`src/rtl/arm_core_pkg.sv`:
```
// Shared core definitions: architectural register geometry and the common
// word / register-index types used by the register file and its neighbours.
package arm_core_pkg;

    localparam int WORD_WIDTH = 32;
    localparam int NUM_REGS   = 16;
    localparam int REG_IDX_W  = $clog2(NUM_REGS);

    typedef logic [REG_IDX_W-1:0]  reg_idx_t;
    typedef logic [WORD_WIDTH-1:0] word_t;

endpackage : arm_core_pkg

```
`src/rtl/regfile_pending_ctr.sv`:
```
// One saturating up/down pending-write counter for a single architectural
// register. inc and dec in the same cycle cancel out. A dec at zero is ignored.
// An inc at the maximum value holds the count and raises sat_err for that cycle.
module regfile_pending_ctr #(
    parameter int PEND_W = 2
) (
    input  logic              clk,
    input  logic              rst,
    input  logic              inc,
    input  logic              dec,
    output logic [PEND_W-1:0] cnt,
    output logic              sat_err
);

    localparam logic [PEND_W-1:0] CNT_MAX  = {PEND_W{1'b1}};
    localparam logic [PEND_W-1:0] CNT_ZERO = {PEND_W{1'b0}};
    localparam logic [PEND_W-1:0] CNT_ONE  = {{(PEND_W-1){1'b0}}, 1'b1};

    logic [PEND_W-1:0] cnt_r;
    logic [PEND_W-1:0] cnt_next_s;
    logic              sat_err_s;

    // Next-count and saturation-error decode from the inc/dec pair.
    always_comb begin
        cnt_next_s = cnt_r;
        sat_err_s  = 1'b0;
        case ({inc, dec})
            2'b10: begin
                if (cnt_r == CNT_MAX) begin
                    sat_err_s = 1'b1;
                end else begin
                    cnt_next_s = cnt_r + CNT_ONE;
                end
            end
            2'b01: begin
                if (cnt_r != CNT_ZERO) begin
                    cnt_next_s = cnt_r - CNT_ONE;
                end else begin
                    cnt_next_s = cnt_r;
                end
            end
            default: cnt_next_s = cnt_r;
        endcase
    end

    // Counter state; reset discards any in-flight writes.
    always_ff @(posedge clk or negedge rst) begin
        if (!rst) begin
            cnt_r <= CNT_ZERO;
        end else begin
            cnt_r <= cnt_next_s;
        end
    end

    assign cnt     = cnt_r;
    assign sat_err = sat_err_s;

endmodule : regfile_pending_ctr

```
`src/rtl/wb_register_file.sv`:
```
// Architectural register file R0-R15 fed by the write-back stage, with two
// combinational read ports for ID, a per-register pending-write scoreboard and
// the RAW / structural stall request. Optional same-cycle write-to-read
// forwarding is enabled by defining WB_BYPASS_EN.
module wb_register_file
    import arm_core_pkg::*;
#(
    parameter int PEND_W = 2
) (
    input  logic     clk,
    input  logic     rst,
    input  logic     wb_en,
    input  reg_idx_t wb_dest,
    input  word_t    wb_value,
    input  reg_idx_t id_src1,
    input  reg_idx_t id_src2,
    input  logic     id_use_src2,
    input  logic     id_issue,
    input  logic     id_wb_en,
    input  reg_idx_t id_dest,
    output word_t    reg1,
    output word_t    reg2,
    output logic     hazard,
    output logic     pend_ovf
);

    localparam logic [PEND_W-1:0] CNT_MAX  = {PEND_W{1'b1}};
    localparam logic [PEND_W-1:0] CNT_ZERO = {PEND_W{1'b0}};
    localparam logic [PEND_W-1:0] CNT_ONE  = {{(PEND_W-1){1'b0}}, 1'b1};

    word_t             regs_r [NUM_REGS];
    logic [PEND_W-1:0] cnt_s [NUM_REGS];
    logic [PEND_W-1:0] cnt_eff_s [NUM_REGS];
    logic [NUM_REGS-1:0] inc_s;
    logic [NUM_REGS-1:0] dec_s;
    logic [NUM_REGS-1:0] sat_s;
    logic              pend_ovf_r;
    word_t             reg1_s;
    word_t             reg2_s;
    logic              hazard_s;

    // Register array write port; reset clears every register.
    always_ff @(posedge clk or negedge rst) begin
        if (!rst) begin
            for (int i = 0; i < NUM_REGS; i++) begin
                regs_r[i] <= {WORD_WIDTH{1'b0}};
            end
        end else if (wb_en) begin
            regs_r[wb_dest] <= wb_value;
        end
    end

    for (genvar g = 0; g < NUM_REGS; g++) begin : g_pend
        assign inc_s[g] = id_issue & id_wb_en & (id_dest == REG_IDX_W'(g));
        assign dec_s[g] = wb_en & (wb_dest == REG_IDX_W'(g));

        regfile_pending_ctr #(
            .PEND_W (PEND_W)
        ) u_ctr (
            .clk     (clk),
            .rst     (rst),
            .inc     (inc_s[g]),
            .dec     (dec_s[g]),
            .cnt     (cnt_s[g]),
            .sat_err (sat_s[g])
        );
    end

    // Sticky overflow flag: any issue that hit a saturated counter.
    always_ff @(posedge clk or negedge rst) begin
        if (!rst) begin
            pend_ovf_r <= 1'b0;
        end else if (|sat_s) begin
            pend_ovf_r <= 1'b1;
        end
    end

    // Effective pending counts seen by readers; a retiring write stops stalling when forwarded.
    always_comb begin
        for (int r = 0; r < NUM_REGS; r++) begin
            cnt_eff_s[r] = cnt_s[r];
`ifdef WB_BYPASS_EN
            if (dec_s[r] && (cnt_s[r] != CNT_ZERO)) begin
                cnt_eff_s[r] = cnt_s[r] - CNT_ONE;
            end else begin
                cnt_eff_s[r] = cnt_s[r];
            end
`endif
        end
    end

    // Read muxes, optionally forwarding the value being written this cycle.
    always_comb begin
        reg1_s = regs_r[id_src1];
        reg2_s = regs_r[id_src2];
`ifdef WB_BYPASS_EN
        if (wb_en && (wb_dest == id_src1)) begin
            reg1_s = wb_value;
        end else begin
            reg1_s = regs_r[id_src1];
        end
        if (wb_en && (wb_dest == id_src2)) begin
            reg2_s = wb_value;
        end else begin
            reg2_s = regs_r[id_src2];
        end
`endif
    end

    // Stall on a pending source write, or on a destination counter that cannot take another issue.
    // id_issue is deliberately not an input here so ID can gate issue with ~hazard without a loop.
    always_comb begin
        hazard_s = (cnt_eff_s[id_src1] != CNT_ZERO)
                 | (id_use_src2 & (cnt_eff_s[id_src2] != CNT_ZERO))
                 | (id_wb_en & (cnt_s[id_dest] == CNT_MAX));
    end

    assign reg1     = reg1_s;
    assign reg2     = reg2_s;
    assign hazard   = hazard_s;
    assign pend_ovf = pend_ovf_r;

endmodule : wb_register_file

```
`config.mk`:
```
export PLATFORM = sky130hd
export DESIGN_NAME = wb_register_file
export DESIGN_NICKNAME = d
export VERILOG_FILES = /design/src/rtl/arm_core_pkg.sv /design/src/rtl/regfile_pending_ctr.sv /design/src/rtl/wb_register_file.sv
export SDC_FILE = /design/constraint.sdc
export NUM_CORES = 1
export LEC_CHECK = 0
export CORE_UTILIZATION = 35
export DETAILED_ROUTE_END_ITERATION = 8
export HOLD_SLACK_MARGIN = 0.05
export SYNTH_ARGS = -nofsm -noshare
export SYNTH_HDL_FRONTEND = slang
export SYNTH_SLANG_ARGS = --single-unit
```
`constraint.sdc`:
```
create_clock -name clk -period 4.93 [get_ports clk]
set_clock_uncertainty 0.2 [all_clocks]
set_input_delay 1.479 -clock clk [delete_from_list [all_inputs] [get_ports clk]]
set_output_delay 1.479 -clock clk [all_outputs]
set_load 0.05 [all_outputs]
```
==> results of run 1 <==
-- per-layer routing --
metal | vias up | part of all wire (%)
met1 | 10576 | 41
met5 | - | 0.041
met4 | 6 | 3.1
met3 | 174 | 6.3
li1 | 8306 | -
met2 | 726 | 50
-- worst max-delay path, stage by stage --
cell	delay, ns
buf_16	0.17
buf_12	0.21
mux4_2	0.52
mux4_2	0.56
buf_4	0.23
-- Yosys cell counts --
cell and count:
dfrtp_1 545, buf_6 16, a21oi_1 17, nor2b_1 17, or3_1 5, nor3b_1 1, nand3b_1 2, inv_2 4
nor2_1 56, a2111oi_0 2, or3b_1 1, o41ai_1 2, a31oi_1 1, buf_1 20, a211oi_1 8, nand2_1 432
inv_1 31, clkbuf_1 72, mux4_2 329, nor3_1 28, o21a_1 1, nand2b_1 18, nand3_1 22, mux2_1 63
buf_2 79, nor4_1 18, mux2_2 321, or2_1 2, a21o_1 14, nand4_1 3, ha_1 32, o31ai_1 14
a221o_1 2, o21ai_0 5
-- per-stage QoR --
| stage | setup TNS [ns] | setup slack [ns] | total power, mW | util (%) |
|---|---|---|---|---|
| after floorplan | 0 | 0.0626 | 9.08 | - |
| after global placement | -4.08 | -0.310 | 10.2 | 39.0 |
| after detailed placement | -4.12 | -0.274 | 10.4 | 39.0 |
| after CTS | -0.106 | -0.0265 | 15.5 | 41.8 |
| after global routing | -0.0205 | -0.0205 | 16.1 | 41.9 |
| final | 0 | 0.0238 | 15.4 | 41.9 |
-- power by group --
part,switching [mW],leakage (nW),internal [mW]
registers,0.818,6.76,5.50
logic,1.87,7.10,2.15
clock network,1.94,1.12,3.14
-- cell type report --
class	count	share of cell area (%)
multi-input combinational	1416	43.2
sequential	545	38.8
timing repair buffer	238	7.16
clock buffer	92	5.46
tap	1134	4.03
clock inverter	24	0.978
inverter	35	0.373
antenna	4	0.0284
-- flip-flops by register name, summed over array words and instances, names as in the netlist --
| register | cells |
|---|---|
| regs_r | 512 |
| pend_ovf | 1 |
| g_pend.u_ctr.cnt | 32 |
-- cells in the final DEF, fill, tap and decap left out, drive strengths merged, types with 2 or more instances in the layout --
cell           count
nor4              18
mux2             384
inv               37
clkbuf            93
diode              4
a21o              14
o21ai              5
nand4              3
a21oi             17
nand2b            18
dfrtp            545
nor3              28
or3                5
a2111oi            2
o41ai              2
clkdlybuf4s50     43
buf              191
nand3             22
nand2            432
nand3b             2
or2                2
nor2b             17
dlygate4sd2        2
a221o              2
clkinv            12
mux4             329
clkinvlp           2
ha                32
bufinv             8
a211oi             8
o31ai             14
nor2              56
-- worst max path at each step --
stage / from / endpoint / slack (ns) / depth (start not counted)
floorplan: id_src1[1] / reg1[0] / 0.06 / 5
global placement: id_dest[3] / hazard / -0.31 / 7
detailed placement: id_dest[3] / hazard / -0.27 / 7
CTS: id_src1[0] / reg1[7] / -0.03 / 5
global route: id_dest[3] / hazard / -0.02 / 7
finish: id_src1[0] / reg1[7] / 0.02 / 5
-- timing repair --
| item | CTS | global route |
|---|---|---|
| pin swaps | 2 | 0 |
| cloned | 1 | 1 |
| resized for setup | 14 | 5 |
| setup buffers | 2 | 0 |
| endpoints found under the setup margin | 57 | 20 |
-- cells by family after synthesis --
group / count (synthesis)
adder cells (fa/ha/maj): 32
AND/OR/NAND/NOR: 605
multiplexers: 713
buffers and inverters: 222
AO/OA/AOI/OAI: 66
flip-flops: 545
==> results.md, run 1 <==
| Group | Quantity | Value |
|:---|:---|:---|
| clocking | CTS Hold Bufs | 0 |
| synthesis | Leading cell types by total area after synthesis | dfrtp_1 46%, mux4_2 25%, mux2_2 12% |
| die | Die Span Y | 294 um |
| timing | Relative slew slack | 37.0% |
| die | Core Region | 0.0840 sq mm |
| synthesis | Count of state elements after synthesis | 545 |
| placed design | Placed instance count | 3364 |
| finish | Layout cells sized above 1 | 41.4% |
| synthesis | Main combinational cell family by area after synthesis | multiplexers |
| flow run | Maximum Capacitance Violations | 0 |
| clocking | Root Buffer | clkbuf_16 |
| timing | Fmax achieved | 204 MHz |
| finish | Sequential Area | 0.0136 sq mm |
| synthesis | Gate count after technology mapping | 2183 |
| min path | Hold Path Stages | 2 |
| global route | Global routing usage on met1 | 27.1% |
| global route | Total congestion overflow after global routing | 0 |
| route | Iteration-0 DRC count of the detailed router | 1590 |
| global route | Antenna violations before repair | 6 |
| global route | Maximum number of pins on one net before global-route repair | 99 |
| route | DR vias | 19788 |
| placed design | Post-detail-place hpwl | 56100 um |
| die | FP Rows | 106 |
| global route | Most crowded layer after global routing | met2 |
| global route | Met2 usage | 34.9% |
| die | Number of top-level pins | 120 |
| timing | Total count of hold-check failures in the final report | 0 |
| synthesis | Mapped Nets | 2269 |
| outcome | Outcome | finished clean |
| critical path | Reg-to-reg slack, setup | 3.29 ns |
| critical path | Number of cell instances on the worst register-to-register path | 4 |
| timing | Worst Tran Pin Value | 0.945 ns |
| synthesis | Sequential element share of the synthesized area | 45.8% |
| global route | Vias in the first global route | 20996 |
| critical path | Arrival time at the worst endpoint | 3.23 ns |
| synthesis | Xor/xnor share of the synthesized area | 0% |
| clocking | Clock-pin slew on the worst setup and hold paths | 0.06 ns |
| timing | Final slew viol count | 0 |
| critical path | Crit Reg-Reg Startpoint | g_pend[8].u_ctr.cnt[1] |
| clocking | Clock sink total | 545 |
| clocking | CTS tree | yes |
| route | WL per Instance | 25.3 um |
| synthesis | Count of synthesis-stage warnings from yosys | 0 |
| synthesis | Area share of fa/ha/maj cells after synthesis | 1.34% |
| critical path | Nature of the critical path endpoint | output pin |
| timing | Share of the cycle needed by the critical path after routing | 99.5% |
| power and ir drop | Leakage power summed over all cells | 15.0 nW |
| clocking | CTS HTree Levels | 3 |
| min path | Worst hold path endpoint | pend_ovf |
| synthesis | Synthesized area divided by synthesized cell count | 13.6 sq um |
| global route | Met3 track demand over resource in global routing | 3.93% |
| critical path | CP Class | in2out |
| timing | Setup repair after global routing missed its margin | true |
| min path | Type of the worst min-delay path | reg2reg |
| global route | GR Util All Layers | 20.8% |
| synthesis | Area fraction of the dominant cell type after synthesis | 45.8% |
| placed design | Input/output buffers | 119 |
| synthesis | Portion of netlist area occupied by mux cells | 39.4% |
| finish | Filler instances | 7507 |
| critical path | Worst Setup Start Kind | input port |
| clocking | Clock latency at the later pin of the worst-skew pair | 0.61 ns |
| critical path | Worst r2r dst | pend_ovf |
| synthesis | Area leader, netlist | dfrtp_1 |
| global route | First-pass GRT wire length | 135000 um |
| finish | NumNets Final | 2388 |
| die | Die width | 294 um |
| clocking | Maximum clock insertion buffer count | 3 |
| route | Post-detailed-route count of antenna-violating nets | 0 |
| power and ir drop | Worst VDD drop | 229 uV |
| timing | Final hold slack | 0.274 ns |
| placed design | Total placed instance area | 0.0328 sq mm |
| die | Initial core utilization | 35.5% |
| route | # DRC | 0 |
| power and ir drop | Power density cells | 438 mW/mm^2 |
| placed design | Gp weighted congestion | 0.826 |
| route | Total iterations of the first detailed-routing run | 5 |
| critical path | Endpoint required time on the critical path | 3.25 ns |
| synthesis | Simple-gate area share of the yosys netlist | 8.42% |
| timing | Shortest clock period the worst path allows after layout | 4.91 ns |
| min path | Startpoint of the worst hold path | pend_ovf |
| finish | Post-route standard cell area excluding fillers | 0.0352 sq mm |
| critical path | Maximum fanout count along the critical path | 14 |
| finish | Layout-stage area growth over the synthesis result | 18.1% |
| die | Die Area | 0.0863 sq mm |
| clocking | Number of buffers added by the clock tree synthesis step | 66 |
| finish | Area taken by multi-input logic gates | 0.0152 sq mm |
| route | Mean number of vias per cell | 5.67 |
| finish | Final std cells w/o fill | 3488 |
| route | Overall routed net length | 88200 um |
| synthesis | Distinct cells, synth | 34 |
| timing | Number of endpoints failing setup at the final stage | 0 |
| synthesis | Cell Area, Synth | 0.0298 sq mm |
| synthesis | Synthesized-area fraction occupied by ao, oa, aoi and oai cells | 1.51% |
(Power assumes the default switching activity.)
==> inputs of run 2 (changes only) <==
- CTS_CLUSTER_DIAMETER: not set -> 200
==> results of run 2 <==
Same layout as run 1: the final DEF is identical, and so are final timing and power.
